**src/rtl/counter_bank_if.sv**
```systemverilog
// -----------------------------------------------------------------------------
// counter_bank_if
// Write bus and observation outputs of counter_bank.
//   master : bus driver (wdata, wr, wsel, cfg_wr, cfg_data, clr, div out;
//            data_cnt, tc, tick in)
//   slave  : counter_bank side (directions mirrored)
// -----------------------------------------------------------------------------
interface counter_bank_if #(
   parameter int WIDTH      = 8,
   parameter int CHANNELS   = 4,
   parameter int SEL_W      = 2,
   parameter int PRESCALE_W = 8
);
   logic [WIDTH-1:0]          wdata;
   logic                      wr;
   logic [SEL_W-1:0]          wsel;
   logic                      cfg_wr;
   logic [2:0]                cfg_data;
   logic                      clr;
   logic [PRESCALE_W-1:0]     div;
   logic [CHANNELS*WIDTH-1:0] data_cnt;
   logic [CHANNELS-1:0]       tc;
   logic                      tick;

   modport master (
      output wdata, wr, wsel, cfg_wr, cfg_data, clr, div,
      input  data_cnt, tc, tick
   );

   modport slave (
      input  wdata, wr, wsel, cfg_wr, cfg_data, clr, div,
      output data_cnt, tc, tick
   );
endinterface

```
**src/rtl/counter_bank.sv**
```systemverilog
// -----------------------------------------------------------------------------
// counter_bank
// CHANNELS independent loadable WIDTH-bit counters sharing one programmable
// prescaler. Each channel has its own enable / direction / wrap-or-saturate
// config and a registered terminal-count pulse.
//   clk   : system clock, rising edge
//   reset : asynchronous active-high reset, clears counts, configs, prescaler
//   bus   : counter_bank_if.slave
//           wdata/wr/wsel  load the selected counter
//           cfg_wr/cfg_data write {sat, dir, en} of the selected channel
//           clr            synchronous clear of all counters
//           div            prescaler divide, one tick every div+1 clocks
//           data_cnt       packed counter values, channel i at [i*WIDTH +: WIDTH]
//           tc             per-channel terminal-count pulse
//           tick           prescaler tick
// -----------------------------------------------------------------------------

// One counter channel: count register, config register and tc flag.
module counter_bank_lane #(
   parameter int WIDTH = 8
) (
   input  logic             clk,
   input  logic             reset,
   input  logic             clr,
   input  logic             ld,
   input  logic [WIDTH-1:0] wdata,
   input  logic             cfg_we,
   input  logic [2:0]       cfg_data,
   input  logic             tick,
   output logic [WIDTH-1:0] count,
   output logic             tc
);
   typedef struct packed {
      logic sat;   // 1 = saturate at terminal, 0 = wrap
      logic dir;   // 1 = down, 0 = up
      logic en;
   } cfg_t;

   localparam logic [WIDTH-1:0] MAX = '1;

   cfg_t             cfg;
   logic [WIDTH-1:0] term;

   assign term = cfg.dir ? '0 : MAX;

   // The step decision uses the config held before this edge, so a config
   // write lands together with (not ahead of) a same-cycle load or step.
   always_ff @(posedge clk or posedge reset) begin
      if (reset) begin
         count <= '0;
         cfg   <= '0;
         tc    <= 1'b0;
      end else begin
         if (cfg_we) cfg <= cfg_t'(cfg_data);
         tc <= 1'b0;
         if (clr) begin
            count <= '0;
         end else if (ld) begin
            count <= wdata;
         end else if (tick && cfg.en) begin
            if (count != term) begin
               count <= cfg.dir ? count - WIDTH'(1) : count + WIDTH'(1);
            end else begin
               // Terminal step: pulse tc; saturating channels stay pinned
               // and therefore pulse again on every following tick.
               tc <= 1'b1;
               if (!cfg.sat) count <= cfg.dir ? MAX : '0;
            end
         end
      end
   end
endmodule

module counter_bank #(
   parameter int WIDTH      = 8,
   parameter int CHANNELS   = 4,
   parameter int SEL_W      = 2,
   parameter int PRESCALE_W = 8
) (
   input  logic           clk,
   input  logic           reset,
   counter_bank_if.slave  bus
);
   logic [PRESCALE_W-1:0]           pcnt;
   logic                            tick;
   logic [CHANNELS-1:0][WIDTH-1:0]  cnt;
   logic [CHANNELS-1:0]             tc_v;

   // Compare with >= so lowering div below the running count fires at once
   // and restarts instead of waiting for a wrap. Masked during reset so the
   // exported tick reads 0 while reset is held.
   assign tick = ~reset & (pcnt >= bus.div);

   always_ff @(posedge clk or posedge reset) begin
      if (reset) pcnt <= '0;
      else       pcnt <= tick ? '0 : pcnt + PRESCALE_W'(1);
   end

   // A wsel value at or beyond CHANNELS matches no lane, so such writes drop.
   for (genvar i = 0; i < CHANNELS; i++) begin : g_lane
      logic sel;
      assign sel = (bus.wsel == SEL_W'(i));

      counter_bank_lane #(.WIDTH(WIDTH)) u_lane (
         .clk      (clk),
         .reset    (reset),
         .clr      (bus.clr),
         .ld       (bus.wr & sel),
         .wdata    (bus.wdata),
         .cfg_we   (bus.cfg_wr & sel),
         .cfg_data (bus.cfg_data),
         .tick     (tick),
         .count    (cnt[i]),
         .tc       (tc_v[i])
      );
   end

   assign bus.data_cnt = cnt;
   assign bus.tc       = tc_v;
   assign bus.tick     = tick;
endmodule

```
**src/flat_wrapper.sv**
```systemverilog
// flat-port wrapper written by rule: the top's interface ports become plain ports
module counter_bank_flat 
#(
   parameter int WIDTH      = 8,
   parameter int CHANNELS   = 4,
   parameter int SEL_W      = 2,
   parameter int PRESCALE_W = 8
)
  (clk, reset, bus_wdata, bus_wr, bus_wsel, bus_cfg_wr, bus_cfg_data, bus_clr, bus_div, bus_data_cnt, bus_tc, bus_tick);
  counter_bank_if #(.WIDTH(WIDTH), .CHANNELS(CHANNELS), .SEL_W(SEL_W), .PRESCALE_W(PRESCALE_W)) bus_i ();
  input  logic clk;
  input  logic reset;
  input wire logic [$bits(bus_i.wdata)-1:0] bus_wdata;
  input wire logic [$bits(bus_i.wr)-1:0] bus_wr;
  input wire logic [$bits(bus_i.wsel)-1:0] bus_wsel;
  input wire logic [$bits(bus_i.cfg_wr)-1:0] bus_cfg_wr;
  input wire logic [$bits(bus_i.cfg_data)-1:0] bus_cfg_data;
  input wire logic [$bits(bus_i.clr)-1:0] bus_clr;
  input wire logic [$bits(bus_i.div)-1:0] bus_div;
  output wire logic [$bits(bus_i.data_cnt)-1:0] bus_data_cnt;
  output wire logic [$bits(bus_i.tc)-1:0] bus_tc;
  output wire logic [$bits(bus_i.tick)-1:0] bus_tick;
  assign bus_i.wdata = bus_wdata;
  assign bus_i.wr = bus_wr;
  assign bus_i.wsel = bus_wsel;
  assign bus_i.cfg_wr = bus_cfg_wr;
  assign bus_i.cfg_data = bus_cfg_data;
  assign bus_i.clr = bus_clr;
  assign bus_i.div = bus_div;
  assign bus_data_cnt = bus_i.data_cnt;
  assign bus_tc = bus_i.tc;
  assign bus_tick = bus_i.tick;
  counter_bank #(.WIDTH(WIDTH), .CHANNELS(CHANNELS), .SEL_W(SEL_W), .PRESCALE_W(PRESCALE_W)) u_core (.clk(clk), .reset(reset), .bus(bus_i));
endmodule
```
**config.mk**
```make
export PLATFORM = sky130hd
export DESIGN_NAME = counter_bank_flat
export DESIGN_NICKNAME = d
export VERILOG_FILES = /design/src/rtl/counter_bank_if.sv /design/src/rtl/counter_bank.sv /design/src/flat_wrapper.sv
export SDC_FILE = /design/constraint.sdc
export NUM_CORES = 1
export LEC_CHECK = 0
export ABC_CLOCK_PERIOD_IN_PS = 5000
export CAP_MARGIN = 20
export CORE_MARGIN = 1.5
export CORE_UTILIZATION = 60
export CTS_BUF_LIST = sky130_fd_sc_hd__clkbuf_4 sky130_fd_sc_hd__clkbuf_8
export CTS_CLUSTER_SIZE = 14
export DETAILED_ROUTE_END_ITERATION = 7
export PLACE_DENSITY = 0.91
export SETUP_SLACK_MARGIN = 0.02
export SLEW_MARGIN = 5
export SYNTH_ARGS = -nofsm -noshare
export SYNTH_HDL_FRONTEND = slang
export SYNTH_SLANG_ARGS = --single-unit
```
**constraint.sdc**
```tcl
create_clock -name clk -period 5 [get_ports clk]
set_input_delay 0.75 -clock clk [delete_from_list [all_inputs] [get_ports clk]]
set_output_delay 0.75 -clock clk [all_outputs]
set_load 0.005 [all_outputs]
```
==> results.cfg <==
[place]
port_buffers = 62
place_hpwl_um = 8080
dp.cells = 593
routabilityCongestion = 0.873

[yosys]
synth_common_cells = dfrtp_1, nor2_1, ha_1
yosysSeqAreaShare = 0.326
syn_inst = 451
yosysWarnings = 0
ys.flop_type = dfrtp_1
syn-num-nets = 514
synth_seq_cells = 56
synth_top_area_frac = 0.326
synth.area.top_cells = dfrtp_1, ha_1, mux2_2
ys_types = 58
synth_area_per_cell_um2 = 9.52
syn_area_um2 = 4290
synth-edff-count = 0
synthArstFlopShare = 1.00
synth.largest_area_cell = dfrtp_1
yosysMostFrequentCell = dfrtp_1

[worst_setup_path]
worst_setup_path_start_kind = primary input
rr_worst_depth = 7
cp.arrival_ps = 2840
cp.required_ps = 4250
critPathMaxFanout = 15
crit_type = in -> out
cp-end-kind = output pin

[run_status]
status = complete, no violations

[global_route]
met3_usage = 0.0452
grt_first_pass_wirelength_um = 18200
grt_max_degree = 57
grt_pass1_vias = 3864
busiest_layer = met2
use_met2 = 0.523
met1_usage = 0.393
track_usage = 0.306
gr-total-overflow = 0
antenna_found_initial = 0

[pwr]
power.switching_mw = 1.03
p_sw_frac = 0.402
p_per_area_nw_per_um2 = 506
leakagePower_nw = 2.34
peakVddDrop_uv = 317
pwr-share-seq = 0.297
power_frac_clock = 0.137
combPwrFrac = 0.567
total_power_mw = 2.57
p_int_mw = 1.54

[timing]
tightestPinTransition_ps = 792
setup_viol = 0
fmax_ghz = 0.278
finalClockSkew_ps = 14.0
fin_setup_tns_ps = 0
hold-worst-slack_ps = 530
hold_violations = 0
relSlewSlack = 0.471
fin_crit_sh = 0.718
finalMaxSlewViolations = 0
min_period_ps = 3590
rsz0062_at_grt = false

[layout]
ff_latch_area_um2 = 1400
multi_input_area_um2 = 2720
drive_above_1_share = 0.0893
n_fill_cell = 505
finalNetCount = 567
antennaDiodeCount = 0
syn2layout_area_growth_pct = 18.6
fin_cells = 600

[clock_tree]
cts_made_buffers = 5
ctsHtreeMaxLevel = 2
cts.path.max_buffers = 2
cts_root_buf = clkbuf_8
insertion_delay_ps = 330
tritoncts = built
cts_hold_buf = 0
cts.sinks = 56
clkTransAtPathRegs_ps = 90
post_cts_buffers = 0
cts_resized = 0

[drt]
drt_iter0_drc = 267
via_count = 3808
wl_per_cell_um = 18.6
vias_per_cell = 6.35
drc = 0
drt-total-wl_um = 11200
drt_first_pass_iters = 5
antenna_left = 0

[floorplan]
die_w_um = 87.6
initial_core_util = 0.625
die-area_um2 = 7670
rows = 30
die_h_um = 87.6
boundaryPins = 63
coreArea_um2 = 6870

[hold_path]
hold_path.class = reg -> reg
hold_depth = 1

[flow_run]
max_cap_violations = 0
## sequential cells by signal, summed over array words and instances (netlist names)
| name | flops |
|---|---|
| u_core.g_lane.u_lane.cfg | 12 |
| u_core.g_lane.u_lane.count | 32 |
| u_core.g_lane.u_lane.tc | 4 |
| u_core.pcnt | 8 |
## final timing paths
check / start / slack, ps / to
worst max-delay path: bus_div[6] / 1410 / bus_tick
worst min-delay path: u_core.g_lane[0].u_lane.cfg[2]$_DFFE_PP0P_ / 530 / u_core.g_lane[0].u_lane.cfg[2]$_DFFE_PP0P_
worst max register to register: u_core.g_lane[0].u_lane.cfg[1]$_DFFE_PP0P_ / 2060 / u_core.g_lane[0].u_lane.count[4]$_DFFE_PP0P_
worst min register to register: u_core.g_lane[0].u_lane.cfg[2]$_DFFE_PP0P_ / 530 / u_core.g_lane[0].u_lane.cfg[2]$_DFFE_PP0P_
max in group asynchronous: reset / 3540 / u_core.g_lane[1].u_lane.cfg[2]$_DFFE_PP0P_
min in group asynchronous: reset / 980 / u_core.pcnt[5]$_DFF_PP0_
## metal layers
metal | up-vias | share of wire
li1 | 1774 | -
met1 | 1845 | 0.42
met2 | 160 | 0.50
met3 | 29 | 0.062
met4 | 0 | 0.023
met5 | - | 0
## through the flow
step                instance area [um2]  worst slack [ps]  utilization
finish                             5090              1410        0.741
global placement                   4960              1490        0.722
detailed placement                 4960              1400        0.722
floorplan                          4290              1730            -
CTS                                5090              1400        0.741
global route                       5090              1230        0.741
## logic make-up (layout without fill, tap and decap cells)
family | Yosys count | after routing | share of synthesized area
simple gates | 134 | 134 | 0.161
compound gates | 111 | 111 | 0.185
flops | 56 | 56 | 0.326
mux | 46 | 46 | 0.118
buf+inv | 40 | 93 | 0.0405
fa+ha+maj | 37 | 37 | 0.115
xor+xnor | 27 | 27 | 0.0551
## worst max-delay path: stages
cell	delay, ps
clkdlybuf4s50_1	480
inv_1	50
ha_1	300
nand3_1	80
nor4b_1	260
a22o_1	180
buf_4	210
clkdlybuf4s50_1	530
## power groups by stage
| stage | sequential (mW) | combinational (mW) | clock [mW] |
|---|---|---|---|
| floorplan | 0.732 | 0.996 | 0 |
| global placement | 0.760 | 1.35 | 0 |
| detailed placement | 0.767 | 1.43 | 0 |
| CTS | 0.760 | 1.45 | 0.353 |
| global route | 0.782 | 1.61 | 0.371 |
| finish | 0.764 | 1.46 | 0.352 |
## final cells by class
cell class | count | share of cell area
Multi-Input combinational cell | 355 | 0.534
Timing Repair Buffer | 65 | 0.126
Sequential cell | 56 | 0.275
Clock buffer | 5 | 0.0135
Clock inverter | 2 | 0.0118
Inverter | 21 | 0.0155
Tap cell | 96 | 0.0236
## cells in the final DEF (no fill, tap or decap), drive strengths merged, types with 3 or more instances in the layout
master | netlist | routed
o21ai | 20 | 20
mux2i | 18 | 18
mux2 | 28 | 28
clkdlybuf4s50 | 0 | 62
a21oi | 16 | 16
o41ai | 4 | 4
inv | 21 | 21
clkbuf | 10 | 5
and2 | 3 | 3
a31o | 3 | 3
nand2b | 3 | 3
nand3 | 17 | 17
o211ai | 10 | 10
nor2 | 54 | 54
o21bai | 4 | 4
buf | 9 | 3
o211a | 6 | 6
a41oi | 5 | 5
nand3b | 4 | 4
ha | 33 | 33
a21o | 8 | 8
o311ai | 3 | 3
and4 | 6 | 6
or3b | 3 | 3
nor3b | 6 | 6
nand2 | 22 | 22
and3 | 6 | 6
fa | 4 | 4
xor2 | 14 | 14
xnor2 | 13 | 13
dfrtp | 56 | 56
a31oi | 11 | 11
a211oi | 14 | 14
No activity file was read; power rests on OpenSTA's default activity.
